===== config.mk =====
export PLATFORM = sky130hd
export DESIGN_NAME = fetch_unit_flat
export DESIGN_NICKNAME = d
export VERILOG_FILES = /design/src/rtl/fetch_if.sv /design/src/rtl/fetch_unit.sv /design/src/flat_wrapper.sv
export SDC_FILE = /design/constraint.sdc
export NUM_CORES = 1
export LEC_CHECK = 0
export CORE_ASPECT_RATIO = 1.2
export CORE_UTILIZATION = 35
export CTS_BUF_LIST = sky130_fd_sc_hd__clkbuf_8
export CTS_CLUSTER_SIZE = 30
export DETAILED_ROUTE_END_ITERATION = 10
export PLACE_DENSITY_LB_ADDON = 0.3
export SLEW_MARGIN = 20
export SYNTH_ARGS = -nofsm -noshare
export SYNTH_HDL_FRONTEND = slang
export SYNTH_SLANG_ARGS = --single-unit

===== constraint.sdc =====
create_clock -name clk -period 2 [get_ports clk]
set_input_delay 0.4 -clock clk [delete_from_list [all_inputs] [get_ports clk]]
set_output_delay 0.4 -clock clk [all_outputs]
set_load 0.05 [all_outputs]

===== src/rtl/fetch_if.sv =====
// Fetch-stage bus: stall/redirect control in, program-memory address out, instruction register out.
interface fetch_if #(
   parameter int PC_WIDTH = 10
);
   logic                stall;
   logic                redirect;
   logic [31:0]         redirect_target;
   logic [31:0]         ins_in;
   logic [PC_WIDTH-1:0] pc_out;
   logic [31:0]         ir_out;
   logic [PC_WIDTH-1:0] ir_pc;
   logic                ir_valid;
   logic                halted;
   logic                misalign_err;

   modport master (
      input  stall, redirect, redirect_target, ins_in,
      output pc_out, ir_out, ir_pc, ir_valid, halted, misalign_err
   );

   modport slave (
      output stall, redirect, redirect_target, ins_in,
      input  pc_out, ir_out, ir_pc, ir_valid, halted, misalign_err
   );
endinterface


===== src/rtl/fetch_unit.sv =====
// Instruction fetch stage: word-index PC, one-cycle instruction register, BOOT/FETCH/HALT control.
// Optional FETCH_HALT_DETECT_EN: an all-zero instruction word halts the fetch stage.
module fetch_unit #(
   parameter int                  PC_WIDTH = 10,
   parameter logic [PC_WIDTH-1:0] RESET_PC = '0
) (
   input logic     clk,
   input logic     rst,
   fetch_if.master bus
);
   typedef enum logic [1:0] {BOOT, FETCH, HALT} state_t;

   state_t              state, state_next;
   logic                in_fetch;
   logic                misaligned;
   logic                do_redirect;
   logic                do_trap;
   logic                zero_halt;
   logic                do_fetch;
   logic                hold_valid;
   logic [PC_WIDTH-1:0] pc;
   logic [PC_WIDTH-1:0] target_pc;
   logic [31:0]         ir;
   logic [PC_WIDTH-1:0] ir_pc;
   logic                ir_valid;
   logic                misalign_err;
   logic                target_unused;

   // Targets are byte addresses; bits above the PC range are dropped on purpose.
   assign target_pc     = bus.redirect_target[PC_WIDTH+1:2];
   assign target_unused = ^bus.redirect_target[31:PC_WIDTH+2];

   assign in_fetch    = (state == FETCH);
   assign misaligned  = (bus.redirect_target[1:0] != 2'b00);
   assign do_redirect = in_fetch & bus.redirect & ~misaligned;
   assign do_trap     = in_fetch & bus.redirect & misaligned;
`ifdef FETCH_HALT_DETECT_EN
   assign zero_halt   = in_fetch & ~bus.redirect & ~bus.stall & (bus.ins_in == 32'h0);
`else
   assign zero_halt   = 1'b0;
`endif
   assign do_fetch    = in_fetch & ~bus.redirect & ~bus.stall & ~zero_halt;
   assign hold_valid  = in_fetch & ~bus.redirect & bus.stall & ir_valid;

   always_ff @(posedge clk or posedge rst) begin
      if (rst) begin
         state <= BOOT;
      end else begin
         state <= state_next;
      end
   end

   always_comb begin
      state_next = state;
      case (state)
         BOOT:    state_next = FETCH;
         FETCH:   if (do_trap || zero_halt) state_next = HALT;
         HALT:    state_next = HALT;
         default: state_next = BOOT;
      endcase
   end

   always_comb begin
      bus.halted = (state == HALT);
   end

   // Redirect outranks stall; a flushed or halted cycle always drops ir_valid.
   always_ff @(posedge clk or posedge rst) begin
      if (rst) begin
         pc           <= RESET_PC;
         ir           <= '0;
         ir_pc        <= '0;
         ir_valid     <= 1'b0;
         misalign_err <= 1'b0;
      end else begin
         if (do_redirect) begin
            pc <= target_pc;
         end else if (do_fetch) begin
            pc <= pc + PC_WIDTH'(1);
         end
         if (do_fetch) begin
            ir    <= bus.ins_in;
            ir_pc <= pc;
         end
         ir_valid <= do_fetch | hold_valid;
         if (do_trap) begin
            misalign_err <= 1'b1;
         end
      end
   end

   assign bus.pc_out       = pc;
   assign bus.ir_out       = ir;
   assign bus.ir_pc        = ir_pc;
   assign bus.ir_valid     = ir_valid;
   assign bus.misalign_err = misalign_err;
endmodule


===== src/flat_wrapper.sv =====
// flat-port wrapper written by rule: the top's interface ports become plain ports
module fetch_unit_flat 
#(
   parameter int                  PC_WIDTH = 10,
   parameter logic [PC_WIDTH-1:0] RESET_PC = '0
)
  (clk, rst, bus_stall, bus_redirect, bus_redirect_target, bus_ins_in, bus_pc_out, bus_ir_out, bus_ir_pc, bus_ir_valid, bus_halted, bus_misalign_err);
  fetch_if #(.PC_WIDTH(PC_WIDTH)) bus_i ();
  input logic clk;
  input logic rst;
  input wire logic [$bits(bus_i.stall)-1:0] bus_stall;
  input wire logic [$bits(bus_i.redirect)-1:0] bus_redirect;
  input wire logic [$bits(bus_i.redirect_target)-1:0] bus_redirect_target;
  input wire logic [$bits(bus_i.ins_in)-1:0] bus_ins_in;
  output wire logic [$bits(bus_i.pc_out)-1:0] bus_pc_out;
  output wire logic [$bits(bus_i.ir_out)-1:0] bus_ir_out;
  output wire logic [$bits(bus_i.ir_pc)-1:0] bus_ir_pc;
  output wire logic [$bits(bus_i.ir_valid)-1:0] bus_ir_valid;
  output wire logic [$bits(bus_i.halted)-1:0] bus_halted;
  output wire logic [$bits(bus_i.misalign_err)-1:0] bus_misalign_err;
  assign bus_i.stall = bus_stall;
  assign bus_i.redirect = bus_redirect;
  assign bus_i.redirect_target = bus_redirect_target;
  assign bus_i.ins_in = bus_ins_in;
  assign bus_pc_out = bus_i.pc_out;
  assign bus_ir_out = bus_i.ir_out;
  assign bus_ir_pc = bus_i.ir_pc;
  assign bus_ir_valid = bus_i.ir_valid;
  assign bus_halted = bus_i.halted;
  assign bus_misalign_err = bus_i.misalign_err;
  fetch_unit #(.PC_WIDTH(PC_WIDTH), .RESET_PC(RESET_PC)) u_core (.clk(clk), .rst(rst), .bus(bus_i));
endmodule

== Yosys cells after proc, flatten, opt, wreduce, memory -nomap -nowiden ==
Index checks and enable logic that the tools add are counted.
Cells by class
  add/subtract/negate cells: 1
  eq/ne operators: 3
  mux-type cells: 4
  bitwise logic cells: 11
  reductions and logical operators: 3
Operators with widths (count)
  $mux 10: 2
  $add 10x1->10 const B: 1
  $and 1x1->1: 7
  $pmux 2 s3: 1
  $reduce_bool 2->1: 2
  $not 1->1: 3
  $eq 2x1->1 const B: 1
  $eq 2x2->1 const B: 1
  $logic_not 2->1: 1
  $mux 2: 1
  $ne 2x2->1 const B: 1
  $or 1x1->1: 1
Word-level totals
  flip-flop bits (word level): 56
  output and inout bits: 55
  logic and storage cells: 28

== Depth between registers and ports, before layout ==
Gate-level depths: netlist (run 1).
  depth after elaboration: 5
  depth in mapped cells: 7
  depth with buffers taken out: 6

== Least setup slack after synthesis (run 1) ==
No wires, ideal clock.
  path type: reg-to-reg
  start point: register u_core.state[1]
  end point: register u_core.pc[9] (netlist: u_core.bus.pc_out[9])
  library setup time: 0.159 ns
  arrival time: 1.756 ns
  setup slack: 0.085 ns
  stages on the path, launching flop included: 7
  path buffers: 0
  period minus slack after synthesis: 1.915 ns
  cells stage by stage: dfrtp_1 inv_1 ha_1 or3b_4 or4_1 nand3_1 o311ai_0
On the way
  longest elaborated chain between the ends: 4
  elaborated cells on any way between the ends: 7
  classes of those cells: 1 x eq/ne; 1 x mux; 4 x bitwise; 1 x reduce/logical
Ends and longest elaborated chain
  start, declared: line fetch_unit.sv:13  | state_t state, state_next;
  start signal, assigned: line fetch_unit.sv:49  | state <= state_next;
  $eq 2x1->1 (*): line fetch_unit.sv:33  | assign in_fetch = (state == FETCH);
  $and 1x1->1 (on tied branches) (2 in a row): line fetch_unit.sv:35, fetch_unit.sv:42
  $mux 10 or $reduce_bool 2->1 (tied branches)
  end signal, assigned: line fetch_unit.sv:77  | pc <= target_pc;
  end signal, assigned: line fetch_unit.sv:79  | pc <= pc + PC_WIDTH'(1);
  end, declared: line fetch_unit.sv:21  | logic [PC_WIDTH-1:0] pc;
Mark *: on every way between the ends. The rest lies on a longest branch, timed or not.
A chain may end at the register's enable or synchronous reset.

== Worst setup path in the final report (run 1) ==
  start point: register u_core.ir_pc[0] (netlist: u_core.bus.ir_pc[0])
  end point: output bus_ir_pc[0]
RTL lines
  start, declared: line fetch_unit.sv:24  | logic [PC_WIDTH-1:0] ir_pc;
  start signal, assigned: line fetch_unit.sv:83  | ir_pc <= pc;
  end, declared: line flat_wrapper.sv:17  | output wire logic [$bits(bus_i.ir_pc)-1:0] bus_ir_pc;
No word-level cell between the ends.

==> impl_metrics.json, run 1 <==
{
  "post_cts_buffers": 0,
  "power.switching_mw": 3.40,
  "cts_buffer_depth": 2,
  "insertion_delay_ns": 0.31,
  "dpl.cell_count": 449,
  "path_delay_family": "buffers and inverters",
  "maxCapViolations": 0,
  "antenna_left": 0,
  "cp_slowest_cell": "clkdlybuf4s50_1",
  "synth-edff-count": 0,
  "syn_area_um2": 2340,
  "yosys-top-cells-area": "dfrtp_1 60%, nand2_1 22%, ha_1 2.1%",
  "cts_tree": "done",
  "preCtsSetupSlack_ns": -0.117,
  "yosysMostFrequentCell": "nand2_1",
  "nNetsFinal": 443,
  "synth.distinct_cells": 29,
  "wl_um": 5560,
  "grt_util_all_layers_pct": 16.8,
  "core_area_um2": 6450,
  "setup_slack_ns": 0.106,
  "numCtsBuffers": 5,
  "path_cells": "clkdlybuf4s50_1",
  "ys_warn_count": 0,
  "post-route-period-util_pct": 94.7,
  "io_buffers": 102,
  "dpl_cell_area_um2": 3530,
  "synthCells": 259,
  "grt_first_pass_wirelength_um": 9420,
  "io_pins": 123,
  "worstPathArrival_ns": 1.49,
  "p_seq_share_pct": 30.9,
  "peakVddDrop_v": 0.00107,
  "tightest_slew_ns": 0.521,
  "power.total_mw": 6.72,
  "cts.sinks": 56,
  "critical_path_required_ns": 1.60,
  "cpPeakStageDelay_ns": 0.82,
  "holdBufCountCts": 0,
  "combPwrFrac_pct": 58.4,
  "p_sw_share_pct": 50.6,
  "fin_skew_ns": 0.0120,
  "leakage_nw": 1.74,
  "status": "completed",
  "htree_levels": 2,
  "setup_viol": 0,
  "syn_avg_cell_area_um2": 9.03,
  "vias": 2066,
  "ys_ff_latch": 56,
  "hold_viol": 0,
  "rr_worst_depth": 6,
  "layout_min_cycle_time_ns": 1.89,
  "instances_no_fill": 457,
  "wire_per_inst_um": 12.2,
  "fp.dieW_um": 76.6,
  "drive_gt1_share_pct": 9.68,
  "drt_iter0_drc": 56,
  "yosysTopAreaCellShare_pct": 59.9,
  "area_growth_syn_to_layout_pct": 55.7,
  "diodes": 0,
  "die_area_um2": 7020,
  "synth-main-ff-cell": "dfrtp_1",
  "clkTransAtPathRegs_ns": 0.09,
  "routabilityCongestion": 0.781,
  "grt_pass1_vias": 2061,
  "grt_max_degree": 41,
  "stdcell_area_um2": 3640,
  "fmax_ghz": 0.528,
  "p_per_area_nw_per_um2": 1840,
  "die_h_um": 91.6,
  "timing.rr.end": "u_core.bus.pc_out[9]",
  "start_util_pct": 36.3,
  "internal-power_mw": 3.32,
  "syn-num-nets": 331,
  "critPathLaunchType": "flip-flop",
  "crit_type": "flip-flop to output port",
  "reg2reg_slack_ns": 0.12,
  "grt_overflow": 0,
  "drc": 0,
  "min_path_type": "primary input to asynchronous set/reset pin",
  "cp_max_fo": 2,
  "rsz0062_at_grt": "no",
  "antenna_found_initial": 0,
  "dr.pass1.iters": 4,
  "path_buf_inv": 1,
  "rows": 32,
  "end_kind": "output port",
  "yosysTopAreaCell": "dfrtp_1",
  "ys_seq_area_share_pct": 59.9,
  "slew-limit-headroom_pct": 65.2,
  "synthTopCellsByCount": "135 x nand2_1, 56 x dfrtp_1, 10 x nor2_1",
  "dp_hpwl_um": 4060,
  "r2r_start": "u_core.state[1]",
  "async_reset_ff_share_pct": 100,
  "clkPwrFrac_pct": 10.7,
  "slew_violations": 0,
  "cts_root_buffer": "clkbuf_8",
  "vias_per_cell": 4.52
}
-- state kept, by name, summed over array words and instances (netlist names) --
name	count
u_core.bus.ir_out	32
u_core.bus.ir_pc	10
u_core.bus.ir_valid	1
u_core.bus.misalign_err	1
u_core.bus.pc_out	10
u_core.state	2
-- cell type report --
| cell class | count | area, um^2 |
|---|---|---|
| sequential | 56 | 1400 |
| fill | 588 | 2800 |
| multi-input combinational | 189 | 882 |
| inverter | 3 | 11.3 |
| tap | 85 | 106 |
| clock buffer | 5 | 68.8 |
| clock inverter | 3 | 38.8 |
| timing repair buffer | 116 | 1130 |
-- through the flow --
stage               utilization [%]  TNS, ns  hold WS [ns]
floorplan                         -        0         0.470
global placement               54.8   -0.291         0.456
detailed placement             54.8   -0.365         0.461
CTS                            56.4        0         0.254
global route                   56.5        0         0.275
finish                         56.5        0         0.267
-- logic make-up after synthesis --
| logic type | after synthesis | share of synthesized area (%) |
|---|---|---|
| adders and majority gates | 4 | 2.14 |
| and+or+nand+nor | 167 | 29.9 |
| xor gates and xnor gates | 2 | 0.749 |
| AOI/OAI and AO/OA | 16 | 4.60 |
| buffers and inverters | 14 | 2.73 |
| DFF | 56 | 59.9 |
-- power groups by stage --
stage	Combinational [mW]	Clock [mW]	Sequential (mW)
after global placement	3.91	0	2.07
after floorplan	0.791	0	3.86
after CTS	3.96	0.750	2.08
after global routing	4.16	0.787	2.17
final	3.92	0.720	2.07
after detailed placement	3.96	0	2.09
-- how the worst max path moves through the flow --
| stage | start | end | slack (ns) | cells after the start |
|---|---|---|---|---|
| finish | u_core.bus.ir_pc[0] | bus_ir_pc[0] | 0.11 | 1 |
| global placement | bus_redirect | u_core.bus.pc_out[8] | -0.11 | 6 |
| global route | u_core.state[1] | u_core.bus.pc_out[9] | 0.003 | 6 |
| CTS | u_core.bus.pc_out[4] | bus_pc_out[4] | 0.01 | 1 |
| floorplan | u_core.state[1] | u_core.bus.pc_out[9] | 0.09 | 6 |
| detailed placement | bus_redirect | u_core.bus.pc_out[9] | -0.12 | 5 |
-- cells in the final DEF (no fill, tap or decap) --
cell	netlist	routed
clkbuf_8	0	5
nor2_1	10	10
clkinv_2	0	1
dlygate4sd2_1	0	1
nor2b_1	1	1
or4_1	1	1
nand2_1	135	135
nor3_1	6	6
nor3b_1	2	1
dlymetal6s2s_1	0	2
nand3_1	4	4
inv_1	3	2
o21ai_0	5	5
bufinv_16	0	1
ha_2	0	1
o22ai_1	1	1
o21bai_1	1	1
or3_1	1	1
nand4_1	2	2
buf_4	1	20
o311ai_0	1	1
buf_12	0	2
nor4_1	1	1
a311oi_1	2	2
clkdlybuf4s50_1	0	91
ha_1	4	3
nor3_2	1	1
xnor2_1	2	2
a21oi_1	1	1
inv_2	0	2
or3b_4	1	1
and4_1	1	1
dfrtp_1	56	56
a211oi_1	5	5
nor4_4	1	1
nor3b_2	0	1
-- routing by layer --
layer  GRT usage, %  vias up  part of all wire (%)
met5              0        -                     0
met4           4.97        0                  0.99
met3           5.23        7                   7.0
met2           28.3       70                    47
met1           20.5      936                    45
li1               -     1053                     -
-- timing repair --
item                       CTS  global route
setup endpoints to repair    1             3
gates resized for setup      1             4
hold endpoints to repair     0             0
Power figures use the tool's default switching activity.
==> run 2: changes to the inputs <==
--- a/config.mk
+++ b/config.mk
@@ -6,6 +6,7 @@
 export NUM_CORES = 1
 export LEC_CHECK = 0
 export CORE_ASPECT_RATIO = 1.2
+export CORE_MARGIN = 2
 export CORE_UTILIZATION = 35
 export CTS_BUF_LIST = sky130_fd_sc_hd__clkbuf_8
 export CTS_CLUSTER_SIZE = 30
==> run 2 against run 1 <==
Setup slack got worse by 0.0033 ns. Largest cell class unchanged. First-iteration DRC count rose to 3.0 times the previous value. Combinational power barely moved.
==> impl_metrics.json, run 2 (synthesis gave the netlist of run 1 again) <==
{
  "timing.rr.end": "u_core.bus.pc_out[8]",
  "die_h_um": 93.6,
  "rr_worst_depth": 7,
  "reg2reg_slack_ns": 0.10,
  "maxCapViolations": 0,
  "drive_gt1_share_pct": 10.3,
  "cts.sinks": 56,
  "core_area_um2": 6450,
  "htree_levels": 2,
  "cp_slowest_cell": "dfrtp_1",
  "cts_tree": "done",
  "path_delay_family": "simple AND/OR/NAND/NOR gates",
  "crit_type": "flip-flop to flip-flop",
  "p_per_area_nw_per_um2": 1860,
  "die_area_um2": 7360,
  "leakage_nw": 1.72,
  "start_util_pct": 36.3,
  "clkPwrFrac_pct": 10.8,
  "vias": 2076,
  "cts_root_buffer": "clkbuf_8",
  "final_core_util_pct": 56.1,
  "insertion_delay_ns": 0.30,
  "fill_cells": 578,
  "layout_common_cells": "135 x nand2_1, 89 x clkdlybuf4s50_1, 56 x dfrtp_1",
  "grt_util_all_layers_pct": 16.1,
  "fin_skew_ns": 0.00599,
  "setup_slack_ns": 0.103,
  "fp.dieW_um": 78.6,
  "crit_cells": 7,
  "tightest_slew_ns": 0.527,
  "grt_overflow": 0,
  "hold_viol": 0,
  "worstPathArrival_ns": 2.09,
  "vias_per_cell": 4.56,
  "rows": 32,
  "io_buffers": 102,
  "internal-power_mw": 3.32,
  "wire_per_inst_um": 12.5,
  "slew-limit-headroom_pct": 64.7,
  "path_cells": "inv_1, ha_1, or3b_4, buf_4, nor4_1, xnor2_1, o21ai_0",
  "layout_min_cycle_time_ns": 1.90,
  "routabilityCongestion": 0.778,
  "instances_no_fill": 455,
  "seqCellArea_um2": 1400,
  "post-route-period-util_pct": 94.9,
  "preCtsSetupSlack_ns": -0.142,
  "p_sw_share_pct": 50.7,
  "drt_iter0_drc": 170,
  "clkTransAtPathRegs_ns": 0.10,
  "area_growth_syn_to_layout_pct": 54.6,
  "diodes": 0,
  "final_common_cell": "nand2_1",
  "post_cts_buffers": 0,
  "cts_buffer_depth": 2,
  "grt_pass1_vias": 1986,
  "io_pins": 123,
  "r2r_start": "u_core.state[1]",
  "setup_viol": 0,
  "peakVddDrop_v": 0.000893,
  "rsz0062_at_grt": "yes",
  "nNetsFinal": 441,
  "status": "completed",
  "largest_register_ffs": 32,
  "combPwrFrac_pct": 58.6,
  "p_seq_share_pct": 30.6,
  "drc": 0,
  "numCtsBuffers": 5,
  "power.switching_mw": 3.41,
  "slew_violations": 0,
  "antenna_found_initial": 0,
  "multi_input_area_um2": 891,
  "dr.pass1.iters": 4,
  "dp_hpwl_um": 3980,
  "crit_path_end": "u_core.bus.pc_out[8]",
  "cp_max_fo": 5,
  "worstSetupStartpoint": "u_core.state[1]",
  "antenna_left": 0,
  "cpPeakStageDelay_ns": 0.39,
  "dpl.cell_count": 447,
  "wl_um": 5670,
  "grt_first_pass_wirelength_um": 9430,
  "critical_path_required_ns": 2.19,
  "fmax_ghz": 0.527,
  "grt_max_degree": 57,
  "min_path_type": "primary input to asynchronous set/reset pin",
  "critPathLaunchType": "flip-flop",
  "path_buf_inv": 2,
  "end_kind": "flip-flop",
  "holdBufCountCts": 0
}
run 2: metal layers:
metal	track usage (%)	vias up	routed length (um)
met3	6.66	2	540
li1	-	1049	-
met4	4.39	0	29
met2	25.0	75	2670
met5	0	-	0
met1	20.8	950	2430
run 2: layout make-up:
type,instances,share of cell area [%]
Clock buffer,5,1.90
Timing Repair Buffer,114,30.3
Inverter,3,0.311
Sequential cell,56,38.7
Clock inverter,3,1.18
Tap cell,85,2.94
Multi-Input combinational cell,189,24.6
run 2: power by group through the flow:
stage	Sequential (mW)	Combinational (mW)	Clock [mW]
floorplan	3.86	0.791	0
global placement	2.05	3.92	0
detailed placement	2.08	3.96	0
CTS	2.06	3.97	0.761
global route	2.14	4.19	0.805
finish	2.06	3.94	0.728
run 2: worst register-to-register path, cell delays in order, from the launching register on:
cell,delay [ns]
dfrtp_1,0.39
inv_1,0.09
ha_1,0.16
or3b_4,0.39
buf_4,0.17
nor4_1,0.33
xnor2_1,0.16
o21ai_0,0.09
run 2: worst min path at each step:
stage                              start                    end  depth (start not counted)
finish                               rst  u_core.bus.ir_out[15]                          3
global route                         rst  u_core.bus.ir_out[17]                          3
CTS                                  rst  u_core.bus.ir_out[17]                          3
detailed placement   u_core.bus.ir_pc[5]    u_core.bus.ir_pc[5]                          2
global placement    u_core.bus.ir_out[6]   u_core.bus.ir_out[6]                          2
floorplan                   bus_redirect    u_core.bus.ir_valid                          1
run 2: metrics by stage:
step	power (mW)	area, um^2	hold slack (ns)	setup TNS (ns)
after floorplan	4.65	2340	0.470	0
after global placement	5.98	3490	0.457	-0.327
after detailed placement	6.04	3490	0.461	-0.494
after CTS	6.79	3600	0.474	0
after global routing	7.14	3620	0.498	-0.0624
final	6.73	3620	0.462	0
run 2: timing repair:
item | 4_1_cts | 5_1_grt
gates resized for setup | 0 | 3
endpoints found under the setup margin | 0 | 3
hold endpoints to repair | 0 | 0
